[config.mk]
export PLATFORM = sky130hd
export DESIGN_NAME = hazard_scoreboard
export DESIGN_NICKNAME = d
export VERILOG_FILES = /design/src/rtl/hazard_scoreboard.sv
export SDC_FILE = /design/constraint.sdc
export NUM_CORES = 1
export LEC_CHECK = 0
export CORE_MARGIN = 1
export CORE_UTILIZATION = 31
export CTS_CLUSTER_DIAMETER = 150
export DETAILED_ROUTE_END_ITERATION = 8
export PLACE_DENSITY = 0.9
export SLEW_MARGIN = 20
export SYNTH_ARGS = -nofsm -noshare
export SYNTH_HDL_FRONTEND = slang
export SYNTH_SLANG_ARGS = --single-unit
export TNS_END_PERCENT = 10
[constraint.sdc]
create_clock -name clk -period 3.15 [get_ports clk]
set_input_delay 0.4725 -clock clk [delete_from_list [all_inputs] [get_ports clk]]
set_output_delay 0.4725 -clock clk [all_outputs]
set_load 0.005 [all_outputs]
[src/rtl/hazard_scoreboard.sv]
// Tnew/Tuse hazard scoreboard beside Decode: tracks in-flight destinations and
// produces stall, forwarded operands and pending-forward flags per read port.
module hazard_scoreboard #(
  parameter int DATA_W = 32,
  parameter int AW     = 5,
  parameter int NRD    = 2,
  parameter int NST    = 3,
  parameter int TW     = 2
) (
  input  logic                  clk,
  input  logic                  reset,
  input  logic                  issue,
  input  logic [AW-1:0]         d_a3,
  input  logic [TW-1:0]         d_tnew,
  input  logic [NRD*AW-1:0]     d_ra,
  input  logic [NRD*TW-1:0]     d_tuse,
  input  logic [NRD*DATA_W-1:0] d_rf,
  input  logic [NST*DATA_W-1:0] st_wd,
  input  logic                  flush,
  output logic                  stall,
  output logic [NRD*DATA_W-1:0] d_fwd,
  output logic [NRD-1:0]        d_pend,
  output logic [NST*AW-1:0]     st_a3,
  output logic [NST*TW-1:0]     st_tnew
);

  logic [NST-1:0][AW-1:0] a3_q, a3_d;
  logic [NST-1:0][TW-1:0] tnew_q, tnew_d;

  function automatic logic [TW-1:0] sat_dec(input logic [TW-1:0] t);
    return (t == '0) ? '0 : t - TW'(1);
  endfunction

  // Slot shift: slot 0 takes Decode only when it actually advances
  always_comb begin
    a3_d   = '0;
    tnew_d = '0;
    if (issue && !stall && !flush) begin
      a3_d[0]   = d_a3;
      tnew_d[0] = d_tnew;
    end
    for (int k = 1; k < NST; k++) begin
      a3_d[k]   = a3_q[k-1];
      tnew_d[k] = sat_dec(tnew_q[k-1]);
    end
  end

  always_ff @(posedge clk) begin
    if (!reset) begin
      a3_q   <= '0;
      tnew_q <= '0;
    end else begin
      a3_q   <= a3_d;
      tnew_q <= tnew_d;
    end
  end

  assign st_a3   = a3_q;
  assign st_tnew = tnew_q;

  // Per-port resolution against the youngest matching producer
  always_comb begin
    logic [AW-1:0] ra;
    logic [TW-1:0] tuse;
    logic          found;
    int            win;
    stall  = 1'b0;
    d_fwd  = d_rf;
    d_pend = '0;
    for (int i = 0; i < NRD; i++) begin
      ra    = d_ra[i*AW +: AW];
      tuse  = d_tuse[i*TW +: TW];
      found = 1'b0;
      win   = 0;
      for (int k = 0; k < NST; k++) begin
        if (!found && ra != '0 && a3_q[k] == ra) begin
          found = 1'b1;
          win   = k;
        end
      end
      if (found) begin
        if (tnew_q[win] == '0) begin
          d_fwd[i*DATA_W +: DATA_W] = st_wd[win*DATA_W +: DATA_W];
        end else begin
          d_pend[i] = 1'b1;
          if (tnew_q[win] > tuse) stall = 1'b1;
        end
      end
    end
  end

endmodule

==> results.sh <==
export IMPL_maxCapViolCount=0
export IMPL_dp_hpwl_um=12100
export IMPL_p_clk_share_pct=19.2
export IMPL_min_period_over_period_pct=109
export IMPL_grt_setup_unrepaired="true"
export IMPL_hold_viol_final=0
export IMPL_dr_first_iter_drc_count=339
export IMPL_place_ws_ps=-1060
export IMPL_setup_tns_ps=-7960
export IMPL_grt_pass1_vias=4666
export IMPL_hold_path_end="st_tnew[2]$_SDFF_PP0_"
export IMPL_gp_congestion=0.892
export IMPL_grtUsageMet1_pct=29.1
export IMPL_cp_end_kind="output pin"
export IMPL_start_util_pct=32.3
export IMPL_clock_latency_ps=250
export IMPL_dieArea_um2=11900
export IMPL_netSwitchingPower_uw=393
export IMPL_finalPower_mw=1.38
export IMPL_synth_top_area_share_pct=18.9
export IMPL_areaGrowthSynthToFinish_pct=109
export IMPL_track_usage_pct=25.4
export IMPL_grt_busiest_layer="met2"
export IMPL_grt_max_degree=38
export IMPL_die_h_um=109
export IMPL_reg2regPathDepth=12
export IMPL_clock_path_buffers=2
export IMPL_internal_power_uw=986
export IMPL_ir_drop_mv=0.176
export IMPL_synth_area_um2=3550
export IMPL_critPathLaunchType="input pin"
export IMPL_yosys_area_top_type="mux2i_1"
export IMPL_r2r_start="st_a3[14]$_SDFF_PN0_"
export IMPL_dp_cells=882
export IMPL_port_buffer_count=272
export IMPL_powerDensity_nw_per_um2=186
export IMPL_final_common_cell="clkdlybuf4s50_1"
export IMPL_cts_htree_levels=1
export IMPL_final_net_count=977
export IMPL_status="finished, violations left"
export IMPL_timing_hold_ws_ps=517
export IMPL_synth_area_leaders="mux2i_1 19%, mux2_4 13%, dfxtp_1 12%"
export IMPL_rr_endpoint="st_a3[1]$_SDFF_PN0_"
export IMPL_worstMarginPinSlew_ps=424
export IMPL_cts_buffers=3
export IMPL_cts_tree="yes"
export IMPL_first_pass_iters=7
export IMPL_antenna_found_initial=0
export IMPL_ant_nets=0
export IMPL_grt_ovfl_total=0
export IMPL_syn_area_per_cell_um2=7.94
export IMPL_whs_path_depth=1
export IMPL_post_route_util_pct=67.5
export IMPL_cts_num_sinks=21
export IMPL_grt_met2_usage_pct=48.2
export IMPL_clock_fmax_mhz=291
export IMPL_power_frac_comb_pct=60.5
export IMPL_cp_required_ps=2680
export IMPL_swShare_pct=28.5
export IMPL_ys_types=36
export IMPL_worst_slack_ps=-282
export IMPL_antenna_cells=0
export IMPL_cts_root_buf="clkbuf_16"
export IMPL_place_area_um2=6760
export IMPL_post_drt_wl_per_cell_um=18.4
export IMPL_seq_area_frac_synth_pct=11.8
export IMPL_fin_area_um2=7410
export IMPL_vias=4757
export IMPL_setup_viol=49
export IMPL_crit_start="d_ra[4]"
export IMPL_grt_pass1_wl_um=23500
export IMPL_rows=38
export IMPL_grtUsageMet3_pct=4.42
export IMPL_layout_common_cells="196 x clkdlybuf4s50_1, 71 x nor2_1, 67 x mux2i_1, 66 x a21oi_1, 59 x buf_4"
export IMPL_path_class="in2out"
export IMPL_pwr_share_seq_pct=20.3
export IMPL_p_leak_nw=3.37
export IMPL_wl_um=17000
export IMPL_drive_gt1_share_pct=35.4
export IMPL_die_x_um=109
export IMPL_n_fill_cell=813
export IMPL_yosysWarnings=0
export IMPL_slew_viol_final=0
export IMPL_maxSlewHeadroom_pct=71.7
export IMPL_drc=0
export IMPL_violations="negative setup slack"
export IMPL_critPathArrivalTime_ps=2960
export IMPL_synth_cells=447
export IMPL_avgViaCountPerCell=5.14
export IMPL_crit_fanout=7
export IMPL_clkTransAtPathRegs_ps=50
export IMPL_r2r_slack_ps=240
export IMPL_fin_skew_ps=1.22
export IMPL_worst_hold_path_type="reg2reg"
export IMPL_fin_crit_ps=3430
export IMPL_synth_seq_cells=21
export IMPL_final_instance_count_excl_fill=925
export IMPL_hp_start="st_tnew[0]$_SDFF_PN0_"
export IMPL_core_um2=11000
export IMPL_syn_nets=638
export IMPL_ioPinCount=273
-- layer usage --
metal,up-vias,part of all wire [%]
met3,26,8.5
met5,-,0
met1,2222,38
met2,254,52
li1,2255,-
met4,0,1.7
-- power by group through the flow --
stage	sequential, mW	clock, mW	combinational, mW
floorplan	0.284	0	0.280
global placement	0.284	0	0.745
detailed placement	0.284	0	0.757
CTS	0.279	0.267	0.808
global route	0.280	0.277	0.887
finish	0.280	0.265	0.833
-- worst max-delay path by stage --
stage                     cells after the start  slack [ps]        end
after floorplan                              12          30      stall
after global routing                         13        -410  d_fwd[18]
after global placement                       12       -1050      stall
final                                        13        -280  d_fwd[18]
after CTS                                    13        -390  d_fwd[18]
after detailed placement                     12       -1060      stall
-- cell usage after synthesis --
master and instances:
nor2_1 74, a21oi_1 68, mux2i_1 67, mux2_4 30
mux2_2 28, dfxtp_1 21, clkbuf_1 19, xnor2_1 19
inv_1 17, nand2_1 13, and2_1 11, xor2_1 11
nor3_1 9, buf_2 8, mux2_1 8, nor4_1 7
ha_1 6, nand3_1 6, buf_12 3, nand2b_1 2
o211ai_1 2, o22ai_1 2, or2_1 2, or2_2 2
a21boi_0 1, a22o_1 1, a22oi_1 1, a22oi_4 1
a31o_2 1, and3_1 1, buf_1 1, nand3_2 1
nand4b_1 1, nor3_2 1, o221ai_1 1, or4b_1 1
-- timing repair --
action | in CTS | in global routing
hold buffers | 0 | 0
setup endpoints to repair | 74 | 73
gates cloned | 5 | 1
buffers inserted | 21 | 15
pin swaps | 14 | 15
gates resized for setup | 197 | 145
-- cell type report --
type                    instances  area [um^2]  share of cell area (%)
clock buffers                   4         78.8                    1.06
inverters                      17         63.8                   0.861
multi-input cells             378         3160                    42.7
flip-flops and latches         21          430                    5.81
well taps                     140          175                    2.36
repair buffers                365         3500                    47.2
-- sequential cells by signal, summed over array words and instances (netlist names) --
register,flops
st_a3,15
st_tnew,6
-- kinds of logic (layout without fill, tap and decap cells) --
group / count (synthesis) / in the layout / synth area share (%)
muxes: 133 / 133 / 43.0
and+or+nand+nor: 131 / 131 / 16.8
AOI/OAI and AO/OA: 78 / 78 / 12.1
buffers and inverters: 48 / 386 / 6.73
xor gates and xnor gates: 30 / 30 / 7.40
DFF: 21 / 21 / 11.8
adders and majority gates: 6 / 6 / 2.11
-- worst max-delay path: stages --
cell and delay [ps]:
buf_2 120, xor2_1 170, nor3_2 170, nand3_1 80, or4b_4 540, buf_6 140, or2_4 240, a22oi_4 170
buf_6 170, buf_12 140, buf_8 110, mux2_4 300, buf_6 120
Power figures use the tool's default switching activity.
